## src/rtl/rev_dp_pkg.sv

```systemverilog
// Shared types and op helpers for the reversible datapath.
package rev_dp_pkg;

  typedef enum logic [2:0] {
    OP_NOP  = 3'b000,
    OP_ADD  = 3'b001,
    OP_SUB  = 3'b010,
    OP_XOR  = 3'b011,
    OP_SWAP = 3'b100,
    OP_ROL  = 3'b101,
    OP_ROR  = 3'b110,
    OP_XLD  = 3'b111
  } op_t;

  typedef enum logic [1:0] {
    IDLE = 2'd0,
    EXEC = 2'd1,
    WB   = 2'd2
  } state_t;

  function automatic op_t inv_op(input op_t op);
    case (op)
      OP_ADD:  inv_op = OP_SUB;
      OP_SUB:  inv_op = OP_ADD;
      OP_ROL:  inv_op = OP_ROR;
      OP_ROR:  inv_op = OP_ROL;
      default: inv_op = op;
    endcase
  endfunction

  // Two-operand ops that would destroy information when Rd and Rs alias.
  function automatic logic is_illegal(input op_t op, input logic same_reg);
    is_illegal = same_reg &&
                 (op == OP_ADD || op == OP_SUB || op == OP_XOR || op == OP_SWAP);
  endfunction

endpackage

```

## src/rtl/rev_alu.sv

```systemverilog
// Combinational ALU for the reversible op set; SWAP returns both operands exchanged.
module rev_alu
  import rev_dp_pkg::*;
#(
  parameter int unsigned WIDTH = 12
) (
  input  logic [2:0]       op,
  input  logic [WIDTH-1:0] a,
  input  logic [WIDTH-1:0] b,
  input  logic             cin,
  input  logic [WIDTH-1:0] din,
  output logic [WIDTH-1:0] result,
  output logic [WIDTH-1:0] result_b,
  output logic             ovf
);

  op_t op_e;
  assign op_e = op_t'(op);

  always_comb begin
    result   = a;
    result_b = b;
    ovf      = 1'b0;
    case (op_e)
      OP_ADD: begin
        result = a + b + WIDTH'(cin);
        ovf    = (a[WIDTH-1] == b[WIDTH-1]) && (result[WIDTH-1] != a[WIDTH-1]);
      end
      OP_SUB: begin
        result = a - b - WIDTH'(cin);
        ovf    = (a[WIDTH-1] != b[WIDTH-1]) && (result[WIDTH-1] != a[WIDTH-1]);
      end
      OP_XOR: result = a ^ b;
      OP_SWAP: begin
        result   = b;
        result_b = a;
      end
      OP_ROL:  result = {a[WIDTH-2:0], a[WIDTH-1]};
      OP_ROR:  result = {a[0], a[WIDTH-1:1]};
      OP_XLD:  result = a ^ din;
      default: result = a;
    endcase
  end

endmodule

```

## src/rtl/rev_datapath.sv

```systemverilog
// Reversible register-file datapath with PC: IDLE -> EXEC -> WB per op, DIR runs ops and PC backwards.
module rev_datapath
  import rev_dp_pkg::*;
#(
  parameter int unsigned WIDTH  = 12,
  parameter int unsigned NREG   = 4,
  parameter int unsigned ADDR_W = 12
) (
  input  logic                    CLK,
  input  logic                    RESET,
  input  logic                    OP_VALID,
  output logic                    OP_READY,
  input  logic [2:0]              OP,
  input  logic                    DIR,
  input  logic [$clog2(NREG)-1:0] RD,
  input  logic [$clog2(NREG)-1:0] RS,
  input  logic                    CIN,
  input  logic [WIDTH-1:0]        DATA_IN,
  input  logic                    WE_PC,
  input  logic [ADDR_W-1:0]       PC_IN,
  output logic [ADDR_W-1:0]       ADDR_OUT,
  output logic [WIDTH-1:0]        DATA_OUT,
  output logic                    OVF,
  output logic                    DONE,
  output logic                    ERR
);

  state_t                    state_q, state_d;
  op_t                       op_q;
  logic                      dir_q, cin_q, we_pc_q;
  logic [$clog2(NREG)-1:0]   rd_q, rs_q;
  logic [WIDTH-1:0]          din_q;
  logic [ADDR_W-1:0]         pc_in_q, pc_q;
  logic [WIDTH-1:0]          regs [NREG];
  logic [WIDTH-1:0]          alu_res, alu_res_b, res_q, res_b_q;
  logic                      alu_ovf, ovf_op_q, ill_q;
  logic [WIDTH-1:0]          data_out_q;
  logic                      ovf_q, done_q, err_q;

  assign OP_READY = (state_q == IDLE) && !RESET;
  assign ADDR_OUT = pc_q;
  assign DATA_OUT = data_out_q;
  assign OVF      = ovf_q;
  assign DONE     = done_q;
  assign ERR      = err_q;

  rev_alu #(.WIDTH(WIDTH)) u_alu (
    .op       (op_q),
    .a        (regs[rd_q]),
    .b        (regs[rs_q]),
    .cin      (cin_q),
    .din      (din_q),
    .result   (alu_res),
    .result_b (alu_res_b),
    .ovf      (alu_ovf)
  );

  always_comb begin
    state_d = state_q;
    case (state_q)
      IDLE:    if (OP_VALID) state_d = EXEC;
      EXEC:    state_d = WB;
      WB:      state_d = IDLE;
      default: state_d = IDLE;
    endcase
  end

  always_ff @(posedge CLK) begin
    if (RESET) begin
      state_q    <= IDLE;
      op_q       <= OP_NOP;
      dir_q      <= 1'b0;
      cin_q      <= 1'b0;
      we_pc_q    <= 1'b0;
      rd_q       <= '0;
      rs_q       <= '0;
      din_q      <= '0;
      pc_in_q    <= '0;
      pc_q       <= '0;
      res_q      <= '0;
      res_b_q    <= '0;
      ovf_op_q   <= 1'b0;
      ill_q      <= 1'b0;
      data_out_q <= '0;
      ovf_q      <= 1'b0;
      done_q     <= 1'b0;
      err_q      <= 1'b0;
      for (int unsigned i = 0; i < NREG; i++) regs[i] <= '0;
    end else begin
      state_q <= state_d;
      done_q  <= 1'b0;
      err_q   <= 1'b0;
      case (state_q)
        IDLE: if (OP_VALID) begin
          // The reversed op is resolved once here so EXEC/WB only see the effective op.
          op_q    <= DIR ? inv_op(op_t'(OP)) : op_t'(OP);
          dir_q   <= DIR;
          cin_q   <= CIN;
          we_pc_q <= WE_PC;
          rd_q    <= RD;
          rs_q    <= RS;
          din_q   <= DATA_IN;
          pc_in_q <= PC_IN;
        end
        EXEC: begin
          res_q    <= alu_res;
          res_b_q  <= alu_res_b;
          ovf_op_q <= alu_ovf;
          ill_q    <= is_illegal(op_q, rd_q == rs_q);
        end
        WB: begin
          if (!ill_q && op_q != OP_NOP) begin
            regs[rd_q] <= res_q;
            if (op_q == OP_SWAP) regs[rs_q] <= res_b_q;
            data_out_q <= res_q;
            if (op_q == OP_ADD || op_q == OP_SUB) ovf_q <= ovf_q ^ ovf_op_q;
          end
          if (we_pc_q)    pc_q <= pc_in_q;
          else if (dir_q) pc_q <= pc_q - ADDR_W'(1);
          else            pc_q <= pc_q + ADDR_W'(1);
          done_q <= 1'b1;
          err_q  <= ill_q;
        end
        default: ;
      endcase
    end
  end

endmodule

```

## config.mk

```make
export PLATFORM = sky130hd
export DESIGN_NAME = rev_datapath
export DESIGN_NICKNAME = d
export VERILOG_FILES = /design/src/rtl/rev_dp_pkg.sv /design/src/rtl/rev_alu.sv /design/src/rtl/rev_datapath.sv
export SDC_FILE = /design/constraint.sdc
export NUM_CORES = 1
export LEC_CHECK = 0
export ABC_AREA = 1
export CAP_MARGIN = 40
export CORE_UTILIZATION = 30
export DETAILED_ROUTE_END_ITERATION = 10
export PLACE_DENSITY_LB_ADDON = 0.1
export SYNTH_ARGS = -nofsm -noshare
export SYNTH_HDL_FRONTEND = slang
export SYNTH_HIERARCHICAL = 1
export SYNTH_SLANG_ARGS = --single-unit
```

## constraint.sdc

```tcl
create_clock -name CLK -period 4.76 [get_ports CLK]
set_input_delay 1.19 -clock CLK [delete_from_list [all_inputs] [get_ports CLK]]
set_output_delay 1.19 -clock CLK [all_outputs]
set_load 0.05 [all_outputs]
```

# --- Word-level counts from Yosys, hierarchy flattened ---
# Memories as Yosys holds them, arrays and structs flattened. A register that Yosys moved wholly into a read port is not among the register bits.
# Cells that the tools add are included.
word_totals:
  ramBits: 48
  elab_cells: 97
  in_bits: 37
  regBits: 89
  output_inout_bits: 28
  memories: 1
classes:
  eq_ne: 19
  n_mux: 31
  n_addsub: 6
  bitwise: 4
  reduce_logical: 18
mem_list:
  columns: ["name", "words", "width", "read_ports", "rd_clocked_by_memory_dff", "wr", "line", "rtl"]
  rows:
  - ["regs", 4, 12, 2, 2, 4, "rev_datapath.sv:34", "logic [WIDTH-1:0] regs [NREG];"]
op_table:
  columns: ["operator", "count"]
  rows:
  - ["12-bit one-hot mux with 7 select lines", 1]
  - ["12-bit two-way mux", 5]
  - ["12-bit OR reduction", 2]
  - ["12-bit XOR", 2]
  - ["3-bit equality test, second input constant", 6]
  - ["1-bit two-way mux", 14]
  - ["2-bit two-way mux", 7]
  - ["12-bit by 1-bit adder with 12-bit output", 1]
  - ["12-bit by 1-bit adder with 12-bit output, second input constant", 1]
  - ["12-bit adder", 1]
  - ["3-bit one-hot mux with 4 select lines", 1]
  - ["12-bit by 1-bit subtractor with 12-bit output", 1]
  - ["12-bit by 1-bit subtractor with 12-bit output, second input constant", 1]
  - ["12-bit subtractor", 1]
  - ["3-bit by 2-bit equality test with 1-bit output, second input constant", 3]
  - ["3-bit by 1-bit equality test with 1-bit output, second input constant", 2]
  - ["1-bit logical AND", 5]
  - ["2-bit one-hot mux with 2 select lines", 1]
  - ["2-bit AND reduction", 2]
  - ["1-bit logical OR", 3]
  - ["3-bit two-way mux", 1]
  - ["1-bit != test", 3]
  - ["3-bit AND reduction", 1]
  - ["3-bit nonzero test", 1]
  - ["11 further kinds", 12]

# --- Longest topological paths before layout ---
logic_depth:
  ltp_word: 8
  depth_mapped: 21
  mapped_depth_nobuf: 20

# --- Hierarchy ---
# Netlist, hierarchy kept.
modules_own_cells:
  columns: ["module", "seq_area_each_um2", "cells_per_inst", "area_each_um2", "n_inst"]
  rows:
  - ["rev_datapath", 3303.2, 867, 6892.9, 1]
  - ["rev_alu", 0.0, 456, 2338.5, 1]

# --- Worst setup path after synthesis ---
# Ideal clock, no wire load.
synth_path:
  kind: "input port to output port"
  startpoint: "in RESET"
  endpoint: "out OP_READY"
  cell_stages: 2
  arrival_ps: 2430
  t_required_ps: 3570
  slack_ps: 1140
  n_path_buf: 1
  path_cell_list: "clkbuf_1 -> nor3_1"
synth_between:
  elab_chain_len: 2
synth_lines:
  columns: ["item", "line", "rtl"]
  rows:
  - ["start, declared", "rev_datapath.sv:10", "input logic RESET,"]
  - ["1-bit logical NOT", "rev_datapath.sv:40", "assign OP_READY = (state_q == IDLE) && !RESET;"]
  - ["1-bit logical AND", "rev_datapath.sv:40", null]
  - ["end, declared", "rev_datapath.sv:12", "output logic OP_READY,"]
# No other way between the ends.

==> run_results.csv <==
group,metric,value,unit
logic_synthesis,yosys.cell_types.count,44,
floorplanning,core_region_area,30000,um^2
floorplanning,pin_count,65,
placed_design,post-place-ws,0.995,ns
floorplanning,die_area,31500,um^2
critical_path,timing.critical_path.required,5.07,ns
critical_path,timing.critical_path.from_type,"flip-flop",
critical_path,arrival,4.19,ns
critical_path,path_cells,"inv_1 -> o21ai_0 -> o22ai_1 -> inv_1 -> fa_1 -> fa_1 -> o21ai_0 -> nand2_1 -> nand2_1 -> nand2_1 -> a21o_1 -> nand3_1 -> nand4_1 -> nor2_1 -> nor2_1",
clocking,cts_sinks,141,
timing,tns,0,ns
global_routing,grt_util_met2,32.3,%
global_routing,grt_max_degree,83,
logic_synthesis,synthesis.area,9230,um^2
floorplanning,die_w,177,um
timing,finalSetupViolCount,0,
clocking,ctsHtreeMaxLevel,4,
global_routing,grt.met1_usage,28.6,%
critical_path,timing.critical_path.max_delay_family,"compound AO/OA/AOI/OAI gates",
floorplanning,die_height,177,um
layout,drive_above_1_share,7.09,%
timing,worstMarginPinSlew,0.817,ns
critical_path,cp_max_fo,13,
critical_path,timing.critical_path.depth,15,
critical_path,crit_path_end_kind,"flip-flop",
global_routing,first_global_vias,8530,
critical_path,buffers_plus_inverters_on_the_worst_setup_path,2,
logic_synthesis,synth-seq-cells,141,
timing,max_slew_margin,45.5,%
timing,period_needed,3.87,ns
timing,report.final.hold_viol_count,0,
global_routing,globalRoute.busiestLayer,"met2",
placed_design,dp_hpwl,23600,um
logic_synthesis,syn_nets,1406,
clocking,cts_setup_buffers,0,
logic_synthesis,synth_enable_flop_cells,48,
timing,fin_worst_hold_slack,0.463,ns
clocking,post_cts.resized_instances,0,
route,first_pass_iters,8,
pwr,cellPowerDensity,347,nW/um^2
timing,clock.fmax,258,MHz
floorplanning,effective_utilization_at_floorplan,30.8,%
layout,syn2layout_area_growth,17.0,%
route,remaining_drc_errors,0,
critical_path,critical_path.max_stage_delay,0.48,ns
logic_synthesis,postSynth.topFlopCell,"dfxtp_1",
route,routed_wirelength,32200,um
layout,num-nets-final,1452,
timing,final_skew,0.0165,ns
timing,min_period_over_period,81.4,%
route,vias_per_cell,5.08,
route,drt-initial-drc-count,676,
global_routing,grt_use_met3,4.41,%
critical_path,timing_worst_setup_path_type,"flip-flop to flip-flop",
placed_design,place.port_buffers,64,
critical_path,critical_path.slowest_cell,"fa_1",
timing,slew_violations,0,
logic_synthesis,synth_cells,1323,
pwr,total_power,3.75,mW
critical_path,cp_common_cell,"nand2_1",
run,cap_violations,0,
timing,setup_ws,0.887,ns
clocking,cts.path.max_buffers,2,
pwr,worst_ir_drop_vdd,0.000230,V
logic_synthesis,synth-warning-count,6,
clocking,cts_hold_repair.buffers,0,
clocking,numCtsBuffers,17,
route,vias,9005,
logic_synthesis,syn_area_per_cell,6.98,um^2
clocking,root_buffer,"clkbuf_16",
global_routing,track_usage,20.8,%
outcome,run_status,"finished, final reports clean",
critical_path,ff2ff_path_depth,15,
worst_hold_path,min_path_cells,2,
route,wl_per_cell,18.1,um
logic_synthesis,ys_async_sr_fraction,0,%
global_routing,global_route_overflow,0,
logic_synthesis,register_area_share_after_synthesis,35.8,%
worst_hold_path,holdCritPathClass,"flip-flop to flip-flop",
route,route.antenna.remaining_nets,0,
layout,num_antenna_cells,0,
clocking,clock_tree_from_tritoncts,"yes",
timing,rsz_0062_raised_after_global_routing,"false",
clocking,clk_transition_reported_paths,0.07,ns
global_routing,grt_pass1_wl,49600,um
floorplanning,placementRows,63,
global_routing,antenna_violations_before_repair,0,
placed_design,gp_congestion,0.880,
layout,final_util,36.1,%
clocking,clkLatencyLatePin,0.42,ns
pwr,power.static_leakage,4.73,nW
[worst reg2reg max path, cell delays in order, from the launching register on]
cell and delay (ns):
dfxtp_1 0.47, inv_1 0.43, o21ai_0 0.16, o22ai_1 0.37
inv_1 0.17, fa_1 0.48, fa_1 0.44, o21ai_0 0.30
nand2_1 0.16, nand2_1 0.11, nand2_1 0.11, a21o_1 0.17
nand3_1 0.11, nand4_1 0.11, nor2_1 0.14, nor2_1 0.06
[layout by cell type (no fill, tap or decap), types with 13 or more instances in the layout]
cell type        count
nand4_1             18
nor2_1             192
inv_1              149
clkdlybuf4s50_1     64
edfxtp_1            48
ha_1                41
buf_4               21
clkbuf_16           18
o22ai_1             31
dfxtp_1             93
o21ai_2             13
a21oi_1             71
nand2_1            230
o21ai_0            163
nand3_1            104
o21ai_1             39
[routing by layer]
| metal | routed length [um] | up-vias |
|---|---|---|
| met5 | 0 | - |
| met4 | 701 | 0 |
| met3 | 2060 | 37 |
| met2 | 14200 | 285 |
| met1 | 15200 | 4179 |
| li1 | - | 4504 |
[cell usage after synthesis (3+ instances only)]
cell type,number,area share [%]
o21bai_1,3,0.24
buf_4,3,0.24
o21ai_1,39,2.1
dfxtp_1,93,20
nor3_1,4,0.22
buf_6,8,0.98
a21o_1,3,0.24
xnor2_1,5,0.47
a31oi_1,5,0.34
fa_1,5,1.1
nand3_1,104,5.6
nand3_2,9,0.98
nand3_4,3,0.57
nand2_4,3,0.37
edfxtp_1,48,16
o21ai_0,163,8.8
o21ai_2,13,1.2
inv_1,150,6.1
nand2_1,230,9.4
clkbuf_1,38,1.5
o22ai_1,31,2.1
nand4_1,18,1.2
nor2_1,192,7.8
xor2_1,3,0.28
ha_1,41,5.6
inv_2,6,0.24
buf_2,8,0.43
a21oi_1,71,3.8
[cells by family (layout without fill, tap and decap cells)]
kind of cell,after synthesis,count (layout),share of synthesized area (%)
simple gates,575,575,27.4
flops,141,141,35.8
xor+xnor,8,8,0.759
fa+ha+maj,46,46,6.64
buf+inv,216,275,9.69
compound gates,337,337,19.7
[power by group]
part / total [mW] / leakage (nW) / switching [mW] / internal, mW
clock network: 1.30 / 0.269 / 0.573 / 0.727
logic: 1.07 / 3.20 / 0.719 / 0.355
registers: 1.37 / 1.26 / 0.0648 / 1.31
total: 3.75 / 4.73 / 1.36 / 2.39
[stage by stage]
step / cells / area (um^2)
2_1_floorplan: 1323 / 9230
3_3_place_gp: 1739 / 10200
3_5_place_dp: 1740 / 10200
4_1_cts: 1772 / 10800
5_1_grt: 1772 / 10800
6_report: 1772 / 10800
[sequential cells by signal (all words and copies together), names as in the netlist, 2 cells and up, named ones only]
register	count
rs_q	2
res_q	12
rd_q	2
pc_in_q	12
ADDR_OUT	12
din_q	12
res_b_q	12
regs	48
DATA_OUT	12
state_q	2
op_q	3
[cell type report]
class                           count  area, um^2
Fill cell                        3252       19200
Multi-Input combinational cell    966        5050
Sequential cell                   141        3300
Timing Repair Buffer               86         810
Inverter                          157         592
Tap cell                          390         488
Clock buffer                       22         479
Clock inverter                     10        77.6
[path summary, 6_finish.rpt]
path,start,to,slack [ns]
max reg2reg,flip-flop,res_q[6],0.89
max,flip-flop,res_q[6],0.89
min,pc_in_q[11],pc_in_q[11],0.46
min reg2reg,pc_in_q[11],pc_in_q[11],0.46
(Power assumes the default switching activity.)
